[src/rtl/spi_slv_regbus.sv]
// SPI mode-0 slave to register-bus bridge: 8-bit command, AW-bit address, burst of DW-bit words.
// Define SPI_SLV_REGBUS_STATUS_EN to shift sticky status {4'hA,2'b00,rd_late,abort} out during CMD.
//
// state | meaning
// IDLE  | chip select high, waiting for CS fall
// CMD   | shifting in the 8-bit command byte
// ADDR  | shifting in the AW-bit register address
// DATA  | burst of DW-bit words, write or read by command bit 7
module spi_slv_regbus #(
  parameter int AW   = 12,
  parameter int DW   = 8,
  parameter int SYNC = 2
) (
  input  logic          clk,
  input  logic          rst_b,
  input  logic          spi_clk,
  input  logic          spi_en_n,
  input  logic          spi_mosi,
  output logic          spi_miso,
  output logic          wr_en,
  output logic          rd_en,
  output logic [AW-1:0] adr,
  output logic [DW-1:0] wdata,
  input  logic [DW-1:0] rdata,
  input  logic          rd_valid,
  output logic          busy
);

  localparam int IW = (AW > DW) ? ((AW > 8) ? AW : 8) : ((DW > 8) ? DW : 8);
  localparam int BW = $clog2(IW);

  typedef enum logic [1:0] {IDLE, CMD, ADDR, DATA} state_t;

  state_t        state, state_nxt;
  logic [SYNC-1:0] sck_sync, cs_sync, mosi_sync;
  logic          sck_d, cs_d;
  logic          sck_rise, sck_fall, cs_fall, cs_rise, mosi_s;
  logic [BW-1:0] bit_left;
  logic          bit_last, word_done;
  logic [IW-1:0] sh_in, shifted;
  logic          cmd_wr, cmd_inc;
  logic          rd_go, inc_pend, rd_wait, rd_have, rd_load;
  logic [DW-1:0] rd_buf, rd_sh;

  always_ff @(posedge clk or negedge rst_b) begin
    if (!rst_b) begin
      sck_sync  <= '0;
      cs_sync   <= '1;
      mosi_sync <= '0;
      sck_d     <= 1'b0;
      cs_d      <= 1'b1;
    end else begin
      sck_sync  <= {sck_sync[SYNC-2:0], spi_clk};
      cs_sync   <= {cs_sync[SYNC-2:0], spi_en_n};
      mosi_sync <= {mosi_sync[SYNC-2:0], spi_mosi};
      sck_d     <= sck_sync[SYNC-1];
      cs_d      <= cs_sync[SYNC-1];
    end
  end

  assign sck_rise  = sck_sync[SYNC-1] & ~sck_d;
  assign sck_fall  = ~sck_sync[SYNC-1] & sck_d;
  assign cs_fall   = ~cs_sync[SYNC-1] & cs_d;
  assign cs_rise   = cs_sync[SYNC-1] & ~cs_d;
  assign mosi_s    = mosi_sync[SYNC-1];
  assign bit_last  = (bit_left == '0);
  assign word_done = sck_rise && bit_last;
  assign shifted   = {sh_in[IW-2:0], mosi_s};
  assign rd_load   = sck_fall && (state == DATA) && !cmd_wr && (bit_left == BW'(DW-1));

`ifdef SPI_SLV_REGBUS_STATUS_EN
  logic          rd_late, abort, partial;
  logic [7:0]    st_sh;
  logic [BW-1:0] bit_full;

  always_comb begin
    bit_full = BW'(DW-1);
    case (state)
      CMD:     bit_full = BW'(7);
      ADDR:    bit_full = BW'(AW-1);
      default: ;
    endcase
  end

  // A rise landing on the last bit completes the word, so it is not a partial one.
  assign partial = (state != IDLE) && (sck_rise ? !bit_last : (bit_left != bit_full));

  always_ff @(posedge clk or negedge rst_b) begin
    if (!rst_b) begin
      rd_late <= 1'b0;
      abort   <= 1'b0;
      st_sh   <= '0;
    end else if (cs_fall) begin
      st_sh   <= {4'hA, 2'b00, rd_late, abort};
      rd_late <= 1'b0;
      abort   <= 1'b0;
    end else begin
      if (sck_fall && (state == CMD)) st_sh <= {st_sh[6:0], 1'b0};
      if (cs_rise && partial) abort <= 1'b1;
      if (rd_load && !rd_have) rd_late <= 1'b1;
    end
  end
`endif

  always_ff @(posedge clk or negedge rst_b) begin
    if (!rst_b) state <= IDLE;
    else        state <= state_nxt;
  end

  always_comb begin
    state_nxt = state;
    if (cs_rise) begin
      state_nxt = IDLE;
    end else begin
      case (state)
        IDLE:    if (cs_fall) state_nxt = CMD;
        CMD:     if (word_done) state_nxt = ADDR;
        ADDR:    if (word_done) state_nxt = DATA;
        default: ;
      endcase
    end
  end

  always_comb begin
    busy     = (state != IDLE);
    spi_miso = 1'b0;
    case (state)
      CMD: begin
`ifdef SPI_SLV_REGBUS_STATUS_EN
        spi_miso = st_sh[7];
`endif
      end
      DATA:    if (!cmd_wr) spi_miso = rd_sh[DW-1];
      default: ;
    endcase
  end

  always_ff @(posedge clk or negedge rst_b) begin
    if (!rst_b) begin
      bit_left <= '0;
      sh_in    <= '0;
      cmd_wr   <= 1'b0;
      cmd_inc  <= 1'b0;
      adr      <= '0;
      wdata    <= '0;
      wr_en    <= 1'b0;
      rd_en    <= 1'b0;
      rd_go    <= 1'b0;
      inc_pend <= 1'b0;
      rd_wait  <= 1'b0;
      rd_have  <= 1'b0;
      rd_buf   <= '0;
      rd_sh    <= '0;
    end else begin
      wr_en    <= 1'b0;
      rd_en    <= rd_go;
      rd_go    <= 1'b0;
      inc_pend <= 1'b0;
      if (inc_pend) adr <= adr + AW'(1);
      // A new request drops any stale read data still held from the previous one.
      if (rd_go) begin
        rd_have <= 1'b0;
        rd_wait <= 1'b1;
      end else if (rd_wait && rd_valid) begin
        rd_buf  <= rdata;
        rd_have <= 1'b1;
        rd_wait <= 1'b0;
      end
      if (cs_fall) begin
        bit_left <= BW'(7);
        rd_sh    <= '0;
      end
      if (sck_rise && (state != IDLE)) begin
        sh_in <= shifted;
        if (!bit_last) begin
          bit_left <= bit_left - BW'(1);
        end else begin
          case (state)
            CMD: begin
              cmd_wr   <= shifted[7];
              cmd_inc  <= shifted[6];
              bit_left <= BW'(AW-1);
            end
            ADDR: begin
              adr      <= shifted[AW-1:0];
              rd_go    <= ~cmd_wr;
              bit_left <= BW'(DW-1);
            end
            default: begin
              bit_left <= BW'(DW-1);
              if (cmd_wr) begin
                wr_en    <= 1'b1;
                wdata    <= shifted[DW-1:0];
                inc_pend <= cmd_inc;
              end else begin
                if (cmd_inc) adr <= adr + AW'(1);
                rd_go <= 1'b1;
              end
            end
          endcase
        end
      end
      if (rd_load) begin
        rd_sh   <= rd_have ? rd_buf : '0;
        rd_have <= 1'b0;
      end else if (sck_fall && (state == DATA) && !cmd_wr) begin
        rd_sh <= {rd_sh[DW-2:0], 1'b0};
      end
    end
  end

endmodule
[config.mk]
export PLATFORM = sky130hd
export DESIGN_NAME = spi_slv_regbus
export DESIGN_NICKNAME = d
export VERILOG_FILES = /design/src/rtl/spi_slv_regbus.sv
export SDC_FILE = /design/constraint.sdc
export NUM_CORES = 1
export LEC_CHECK = 0
export ABC_AREA = 1
export ABC_CLOCK_PERIOD_IN_PS = 2400
export BUFFER_PORTS_ARGS = -buffer_cell sky130_fd_sc_hd__buf_4
export CORE_ASPECT_RATIO = 0.75
export CORE_MARGIN = 2
export CORE_UTILIZATION = 45
export CTS_CLUSTER_SIZE = 10
export DETAILED_ROUTE_END_ITERATION = 6
export SETUP_SLACK_MARGIN = 0.3
export SKIP_LAST_GASP = 1
export SLEW_MARGIN = 20
export SYNTH_ARGS = -nofsm -noshare
export SYNTH_HDL_FRONTEND = slang
export SYNTH_SLANG_ARGS = --single-unit
[constraint.sdc]
create_clock -name clk -period 2.4 [get_ports clk]
set_clock_uncertainty 0.1 [all_clocks]
set_input_delay 0.24 -clock clk [delete_from_list [all_inputs] [get_ports clk]]
set_output_delay 0.24 -clock clk [all_outputs]
set_load 0.03 [all_outputs]
==> results of run 1 <==
==> critical path, stage by stage, from the launching register on <==
cell	delay, ns
dfrtp_1	0.44
inv_1	0.09
ha_2	0.46
clkinvlp_4	0.23
buf_4	0.19
nand2_1	0.06
inv_1	0.03
nand2_1	0.06
nand2_1	0.05
nor2_1	0.09
nor2_1	0.04
==> cell usage in the layout, fill, tap and decap left out, types with 2 or more instances in the layout <==
cell,netlist,routed
xnor2_1,2,2
dfrtp_1,66,66
o22ai_1,2,2
clkinvlp_4,0,4
inv_1,49,47
o211ai_1,3,3
a21oi_1,26,26
o21ai_2,7,7
inv_6,0,4
nor2_1,16,16
mux2_2,8,8
nand2_2,5,4
o21ai_1,2,2
o21bai_1,3,3
o31ai_1,2,2
or2_2,2,2
nor2_4,3,3
dlygate4sd3_1,0,7
clkbuf_8,0,9
nand4_1,2,2
nor2_2,2,2
nand2_1,102,102
ha_1,11,10
nand3_1,54,54
o21ai_0,33,33
nor3_1,3,3
dfstp_2,3,3
bufinv_16,0,2
xor2_1,6,6
buf_4,1,47
==> final cells by class <==
class                      count  area, um^2  share of cell area (%)
clock buffer                   9       123.9                   2.833
clock inverter                 7       102.6                   2.347
inverter                      50       195.2                   4.465
multi-input combinational    301        1658                   37.92
sequential                    69        1730                   39.58
tap                          105       131.4                   3.005
timing repair buffer          54       422.9                   9.674
timing repair inverter         1       7.507                  0.1717
==> report_power, final <==
group | switching (W) | internal [W]
Combinational | 0.000870 | 0.000484
Sequential | 0.000198 | 0.00136
Clock | 0.000480 | 0.000599
Total | 0.00155 | 0.00244
==> synthesized netlist by cell type (5+ instances only) <==
| master | n | area share (%) |
|---|---|---|
| nand2_2 | 5 | 0.86 |
| o21ai_0 | 33 | 4.5 |
| nor2_1 | 16 | 1.6 |
| buf_2 | 6 | 0.82 |
| nand2_1 | 102 | 10 |
| dfrtp_1 | 66 | 45 |
| clkbuf_1 | 6 | 0.62 |
| xor2_1 | 6 | 1.4 |
| o21ai_2 | 7 | 1.7 |
| inv_1 | 49 | 5.0 |
| nand3_1 | 54 | 7.4 |
| a21oi_1 | 26 | 3.6 |
| ha_1 | 11 | 3.8 |
| mux2_2 | 8 | 2.5 |
==> metrics by stage <==
stage / cell area (um^2) / cells / utilization (%) / setup WS [ns] / hold slack, ns
2_1_floorplan: 3651 / 435 / - / 0.5452 / -0.1556
3_3_place_gp: 4038 / 570 / 51.22 / 0.4260 / 0.2366
3_5_place_dp: 4038 / 570 / 51.22 / 0.3334 / 0.2379
4_1_cts: 4314 / 591 / 54.73 / 0.3014 / 0.007934
5_1_grt: 4372 / 596 / 55.46 / 0.3016 / 0.003824
6_report: 4372 / 596 / 55.46 / 0.4652 / 0.02540
==> how the worst min path moves through the flow <==
stage                 start  slack [ns]      endpoint
3_3_place_gp    sck_sync[0]        0.24   sck_sync[1]
3_5_place_dp   mosi_sync[0]        0.24  mosi_sync[1]
4_1_cts            rdata[7]       0.008     rd_buf[7]
6_report           rdata[0]        0.03     rd_buf[0]
2_1_floorplan         rst_b       -0.16        adr[0]
5_1_grt            rdata[4]       0.004     rd_buf[4]
==> layer usage <==
layer  wire length, um  vias to the layer above
met5                 0                        -
met4                89                        0
met3               474                        9
met2              3325                       74
met1              4280                     1376
li1                  -                     1533
==> cells by family after synthesis <==
| family | share of synthesized area [%] |
|---|---|
| AOI/OAI and AO/OA | 12.51 |
| xor gates and xnor gates | 1.919 |
| adders and majority gates | 3.770 |
| buffers and inverters | 7.402 |
| DFF | 47.40 |
| muxes | 2.742 |
| and+or+nand+nor | 24.26 |
==> sequential cells by signal (all words and copies together), names as in the netlist, 4 cells and up <==
| signal | count |
|---|---|
| sh_in | 11 |
| rd_buf | 8 |
| adr | 12 |
| wdata | 8 |
| rd_sh | 8 |
| bit_left | 4 |
==> what timing repair did <==
item,4_1_cts,5_1_grt
endpoints found under the setup margin,0,22
hold buffers,5,2
endpoints found under the hold margin,70,2
resized for setup,0,5
setup buffers,0,2
==> run metrics, run 1 <==
status finished clean; share of layout cells above drive strength 1 20.57%; final setup fails 0; Die Height 82.01 um; distinct cell type count after synthesis 36; pwr dens 911.8 nW/um^2; Area Growth Syn to Fin 19.74%; flop-to-flop setup slack 0.47 ns; Primary FF master, synth dfrtp_1; post-synthesis sequential area ratio 47.40%; port bufs 37; DP HPWL 5579 um; FF-to-FF path depth 10; Worst Path Required 2.54 ns; Fmax 0.5168 GHz; GP Congestion 0.8675; Slew Limit Fails 0; DRT iter0 DRCs 174; htree depth 3; pin count of the biggest net entering global routing 70; root buffer cell clkbuf_8; Mapped Cells 435; Tot Pwr 0.003986 W; Worst-Margin Slew 0.8507 ns; CTS max path bufs 2; Leak 2.083 nW; GR Overflow Total 0; FF+latch count, synth 69; met3 usage 5.952%; gr usage total 20.49%; row cnt 28; ANT nets after route 0; min Tclk post-route 1.935 ns; core area 7883 um^2; met2 Track Usage GR 27.36%; Worst Hold Class primary input to flip-flop; Syn Nets 460; relative slew slack 43.28%; VDD IR-drop max 0.6343 mV; Hold Violations, Final 0; DR pass1 iterations 4; max-cap viol count 0; first-pass GRT wire length 13,860 um; RSZ-0062 raised after global routing no; area of the mapped netlist 3651 um^2; CP endpoint adr[11]; global routing's busiest layer met1; # DRC 0; kind of critical path flip-flop to flip-flop; Num CTS Buffers 9; Avg WL per Cell 13.71 um; CP endpoint kind flip-flop; TritonCTS clock tree done; Routed WL 8169 um; die width 108.0 um; clock slew at reported path FFs 0.08 ns; Min-Delay Path Depth 2; syn avg cell area 8.393 um^2; clk sink count 69; Starting Density 46.32%; EDFF count, synth 0; initial antenna violation count 0; number of diodes 0; YS warnings 0; fin crit share 80.62%; fillers 754; crit path max fanout 9; Final nets 511; full die area 8857 um^2; Post-synth ARST share 100.0%; Clk Latency, worst-skew pair 0.35 ns; CP arrival 2.07 ns; RR Startpoint state[0]; post-route setup TNS 0 ns; io pins 38; routed vias/inst 5.020; R2R Path End adr[11]; met1 Use GR 31.72%; number of global-route vias before repair 2,811; Worst setup startpoint state[0]; nature of the critical path startpoint flip-flop; via count 2,992
Power figures use the tool's default switching activity.
==> inputs of run 2 (changes only) <==
- ABC_CLOCK_PERIOD_IN_PS: 2400 -> 2000
- clock period: 2.4 -> 2 ns (I/O delays scaled with it)
==> run 2 against run 1 <==
Against the previous run:
- maximum frequency increased by 9.9%
- routed wire length increased by 18%
- count of clock-buffer cells in the layout increased by 1
- die area unchanged
- clock power increased by 18%
- utilization increased by 9.2 points
- worst hold slack improved by 0.19 ns
- global-route usage increased by 0.86 points
- critical path type unchanged
- largest power group is now combinational cells
==> run metrics, run 2 (synthesized netlist as in run 1, its figures left out) <==
status finished clean; fillers 659 (-13%); final setup fails 0 (unchanged); nature of the critical path startpoint flip-flop; CTS max path bufs 2 (unchanged); Clk Latency, worst-skew pair 0.35 ns (about the same); via count 3,314 (+11%); routed vias/inst 5.154 (+2.7%); Worst-Margin Slew 0.4171 ns (-0.4336 ns); Num CTS Buffers 9 (unchanged); clock power share 22.1% (-5.0 points); port bufs 37 (unchanged); htree depth 3 (unchanged); min Tclk post-route 1.760 ns (-0.1745 ns); kind of critical path flip-flop to flip-flop; combinational fraction of design power 44.6% (+11 points); CP endpoint kind flip-flop; CP arrival 1.91 ns (-0.16 ns); initial antenna violation count 0 (unchanged); register with the highest flop count adr; Final nets 558 (+9.2%); Worst setup startpoint bit_left[1]; switching pwr 0.002225 W (+44%); RSZ-0062 raised after global routing yes; GP Congestion 0.8746 (+0.82%); number of diodes 0 (unchanged); RR Startpoint bit_left[1]; ANT nets after route 0 (unchanged); clk sink count 69 (unchanged); Leak 2.399 nW (+15%); most frequent cells in the layout nand2_1 (91), buf_4 (68), dfrtp_1 (60); row cnt 28 (unchanged); Routed WL 9642 um (+18%); # DRC 0 (unchanged); relative slew slack 72.19% (+29 points); Starting Density 46.32% (unchanged); P_int 0.003528 W (+45%); clock slew at reported path FFs 0.08 ns (about the same); fin crit share 88.02% (+7.4 points); Seq pwr share 33.2% (-5.8 points); Hold Violations, Final 0 (unchanged); Slew Limit Fails 0 (unchanged); die width 108.0 um (unchanged); Worst Path Required 2.15 ns (-0.39 ns); gr usage total 21.35% (+0.86 points); number of global-route vias before repair 2,845 (+1.2%); setup ws final 0.2397 ns (-0.2255 ns); Die Height 82.01 um (unchanged); pwr dens 1129 nW/um^2 (+24%); pre-CTS WS 0.1138 ns (-0.2196 ns); TritonCTS clock tree done; max reg flops 12 (unchanged); first-pass GRT wire length 14,350 um (+3.5%); pin count of the biggest net entering global routing 41 (-41%); root buffer cell clkbuf_8; placed insts 580 (+1.8%); DRT iter0 DRCs 194 (+11%); Worst Hold Class primary input to async pin; max-cap viol count 0 (unchanged); fin cells 643 (+7.9%); Fmax 0.5681 GHz (+9.9%); crit path max fanout 4 (-5); DR pass1 iterations 5 (+1); Avg WL per Cell 15.00 um (+9.4%); VDD IR-drop max 0.5392 mV (-15%); Tot Pwr 0.005753 W (+44%); largest registers adr x12, sh_in x11; DP HPWL 5973 um (+7.0%); most common cell after layout, fill and taps aside nand2_1; share of layout cells above drive strength 1 37.55% (+17 points); post-route setup TNS 0 ns (unchanged); io pins 38 (unchanged); final instance area 5095 um^2 (+17%); GR Overflow Total 0 (unchanged); core area 7883 um^2 (unchanged); Post-DP Area 4143 um^2 (+2.6%); Area Growth Syn to Fin 39.55%; full die area 8857 um^2 (unchanged); switch share 38.67% (-0.16 points)
-- run 2: repair_timing --
action                                  4_1_cts  5_1_grt
endpoints found under the hold margin        41        0
hold buffers                                 13        0
cloned                                        1        4
pin swaps                                     7       17
resized for setup                            22       77
endpoints found under the setup margin       31       40
buffers inserted                             18       11
-- run 2: final cells by class --
| class | count | area [um^2] | area share [%] |
|---|---|---|---|
| multi-input combinational | 304 | 1954 | 38.36 |
| timing repair buffer | 97 | 838.3 | 16.45 |
| clock buffer | 10 | 127.6 | 2.505 |
| clock inverter | 6 | 95.09 | 1.866 |
| sequential | 69 | 1738 | 34.11 |
| tap | 105 | 131.4 | 2.579 |
| inverter | 50 | 197.7 | 3.880 |
| timing repair inverter | 2 | 12.51 | 0.2456 |
-- run 2: per-layer routing --
layer / up-vias / share of wire [%] / track usage, % / routed length [um]
met1: 1578 / 49 / 31.60 / 4683
li1: 1630 / - / - / -
met3: 8 / 6.0 / 4.524 / 574
met2: 98 / 45 / 31.51 / 4294
met4: 0 / 0.93 / 6.154 / 90
met5: - / 0 / 0 / 0
-- run 2: worst max-delay path, cell delays in order, from the launching register on --
cell and delay, ns:
dfrtp_1 0.40, inv_2 0.09, ha_4 0.13, inv_2 0.04
nor3_4 0.17, buf_6 0.14, nand3_2 0.06, o21ai_2 0.15
nand2_2 0.11, o31ai_2 0.27
-- run 2: power by group through the flow --
stage               logic (W)  clock network (W)  registers, W
floorplan             0.00104                  0       0.00190
global route          0.00278            0.00136       0.00194
global placement      0.00166                  0       0.00189
detailed placement    0.00168                  0       0.00190
finish                0.00257            0.00127       0.00191
CTS                   0.00207            0.00130       0.00188
-- run 2: final timing paths --
check                      slack (ns)          end  depth (start not counted)
max reg2reg                      0.24     state[1]                          9
min in group clk                 0.26  sck_sync[1]                          0
min                              0.21       adr[5]                          2
max                              0.24     state[1]                          9
max in group asynchronous        0.98         cs_d                          3
min reg2reg                      0.26  sck_sync[1]                          0
-- run 2: stage by stage --
stage | hold WS (ns) | util [%]
floorplan | -0.1956 | -
global placement | 0.07178 | 52.56
detailed placement | 0.06834 | 52.56
CTS | 0.2279 | 59.87
global route | 0.2551 | 64.63
finish | 0.2112 | 64.63
==> inputs of run 3 (changes only) <==
- BUFFER_PORTS_ARGS: -buffer_cell sky130_fd_sc_hd__buf_4 -> -buffer_cell sky130_fd_sc_hd__buf_2
- CORE_ASPECT_RATIO: 0.75 -> 1.1
==> run 3 against run 2 <==
Against the previous run:
- non-clock buffer count shrank 17
- register-to-register slack lost 0.06 ns
- combinational power shrank 22%
- clock power shrank 20%
- worst setup slack lost 0.058 ns
- design area shrank 7.9%
- count of clock-buffer cells in the layout shrank 1
- total power shrank 15%
- first-iteration DRC count shrank 12%
- via count shrank 4.2%
- flip-flop and latch count is the same
- critical path type unchanged
- largest power group unchanged
- highest routed layer unchanged
==> run metrics, run 3 (synthesized netlist as in run 1, its figures left out) <==
status finished clean; number of diodes 0 (unchanged); pwr dens 1041 nW/um^2 (-7.8%); Hold Crit Start sck_sync[0]; kind of critical path flip-flop to flip-flop; Worst Hold Class flip-flop to flip-flop; RR Startpoint bit_left[1]; Area Growth Syn to Fin 28.55%; final setup fails 0 (unchanged); Worst Path Required 2.14 ns (about the same); Hold Violations, Final 0 (unchanged); DRT iter0 DRCs 170 (-12%); pin count of the biggest net entering global routing 70 (+71%); Avg WL per Cell 13.49 um (-10%); Worst setup startpoint bit_left[1]; TritonCTS clock tree done; row cnt 34 (+21%); GR Overflow Total 0 (unchanged); htree depth 3 (unchanged); VDD IR-drop max 0.5846 mV (+8.4%); Starting Density 46.14% (-0.18 points); port bufs 37 (unchanged); CP arrival 1.96 ns (+0.05 ns); fillers 734 (+11%); R2R Path End adr[7]; Die Height 98.47 um (+20%); first-pass GRT wire length 14,070 um (-2.0%); largest registers adr x12, sh_in x11; Fmax 0.5499 GHz (-3.2%); switch share 40.74% (+2.1 points); Multi-input gate area 1866 um^2 (-4.5%); nature of the critical path startpoint flip-flop; Slew Limit Fails 0 (unchanged); Routed WL 8434 um (-13%); CP endpoint adr[7]; routed vias/inst 5.082 (-1.4%); ANT nets after route 0 (unchanged); CTS max path bufs 2 (unchanged); clk sink count 69 (unchanged); gr usage total 19.71% (-1.6 points); Num CTS Buffers 9 (unchanged); RSZ-0062 raised after global routing yes; met3 usage 3.593% (-0.93 points); flop-to-flop setup slack 0.18 ns (-0.06 ns); crit path max fanout 6 (+2); max-cap viol count 0 (unchanged); combinational fraction of design power 41.0% (-3.6 points); most frequent cells in the layout nand2_1 (97), dfrtp_1 (61), nand3_1 (52); clock slew at reported path FFs 0.08 ns (about the same); DP HPWL 5557 um (-7.0%); post-route setup TNS 0 ns (unchanged); number of global-route vias before repair 2,948 (+3.6%); global routing's busiest layer met2; CP endpoint kind flip-flop; Clk Latency, worst-skew pair 0.35 ns (about the same); register with the highest flop count adr; relative slew slack 70.63% (-1.6 points); pre-CTS WS 0.07377 ns (-0.04004 ns); DR pass1 iterations 4 (-1); fin crit share 90.92% (+2.9 points); root buffer cell clkbuf_8; Seq pwr share 38.2% (+5.0 points); core area 7913 um^2 (+0.38%); switching pwr 0.001991 W (-10%); most common cell after layout, fill and taps aside nand2_1; Leak 2.197 nW (-8.4%); met2 Track Usage GR 32.98% (+1.5 points); clock power share 20.8% (-1.3 points); die width 89.88 um (-17%); min Tclk post-route 1.818 ns (+0.05814 ns); max reg flops 12 (unchanged); # DRC 0 (unchanged); Storage cell area 1737 um^2 (about the same); full die area 8850 um^2 (about the same); met1 Use GR 26.18% (-5.4 points); GP Congestion 0.8635 (-1.3%); Post-Route Utilization 59.31% (-5.3 points); share of layout cells above drive strength 1 31.14% (-6.4 points); Final nets 537 (-3.8%); P_int 0.002896 W (-18%); initial antenna violation count 0 (unchanged); FF-to-FF path depth 10 (+1); Worst-Margin Slew 0.4406 ns (+0.02348 ns); io pins 38 (unchanged); via count 3,176 (-4.2%); final instance area 4693 um^2 (-7.9%); setup ws final 0.1815 ns (-0.05814 ns); Post-DP Area 4024 um^2 (-2.9%)
## run 3: layout make-up
class	instances	area share, %
well taps	108	2.879
multi-input cells	302	39.75
clock inverters	7	1.066
flip-flops and latches	69	37.00
inverters	50	4.079
clock buffers	9	2.639
repair buffers	80	12.58
## run 3: through the flow
step                      hold WS [ns]  power, W  cells
after floorplan                -0.1956  0.002931    435
after global placement          0.1578  0.003399    579
after detailed placement        0.1560  0.003419    579
after CTS                       0.2546  0.004676    615
after global routing            0.2617  0.005256    625
final                           0.2499  0.004888    625
## run 3: worst max-delay path, stage by stage (launching register included)
cell and delay (ns):
dfrtp_1 0.42, inv_2 0.10, ha_4 0.13, inv_2 0.04, nor3_4 0.27, nand2_4 0.13, nor2_4 0.21, o21ai_2 0.08
o21bai_1 0.15, inv_1 0.05, nor2_1 0.04
## run 3: power groups by stage
stage               Sequential [W]  Clock (W)  Combinational, W
finish                     0.00187    0.00101           0.00200
global route               0.00191    0.00113           0.00222
CTS                        0.00185    0.00106           0.00177
detailed placement         0.00187          0           0.00154
global placement           0.00187          0           0.00153
floorplan                  0.00190          0           0.00104
## run 3: repair_timing
item                       4_1_cts  5_1_grt
buffers inserted                 7        9
cloned                           0        1
hold buffers                    13        0
hold endpoints to repair        78        0
resized for setup               23       44
setup endpoints to repair       28       47
pin swaps                        4       12
## run 3: how the worst min path moves through the flow
stage,endpoint,cells past startpoint
finish,sck_sync[1],0
global route,mosi_sync[1],0
CTS,sck_sync[1],0
detailed placement,adr[8],2
global placement,adr[6],2
floorplan,adr[0],0
## run 3: routing by layer
layer  routed length (um)  vias to the layer above
met1                 3852                     1523
met2                 4217                       58
li1                     -                     1586
met5                    0                        -
met4                   98                        0
met3                  265                        9
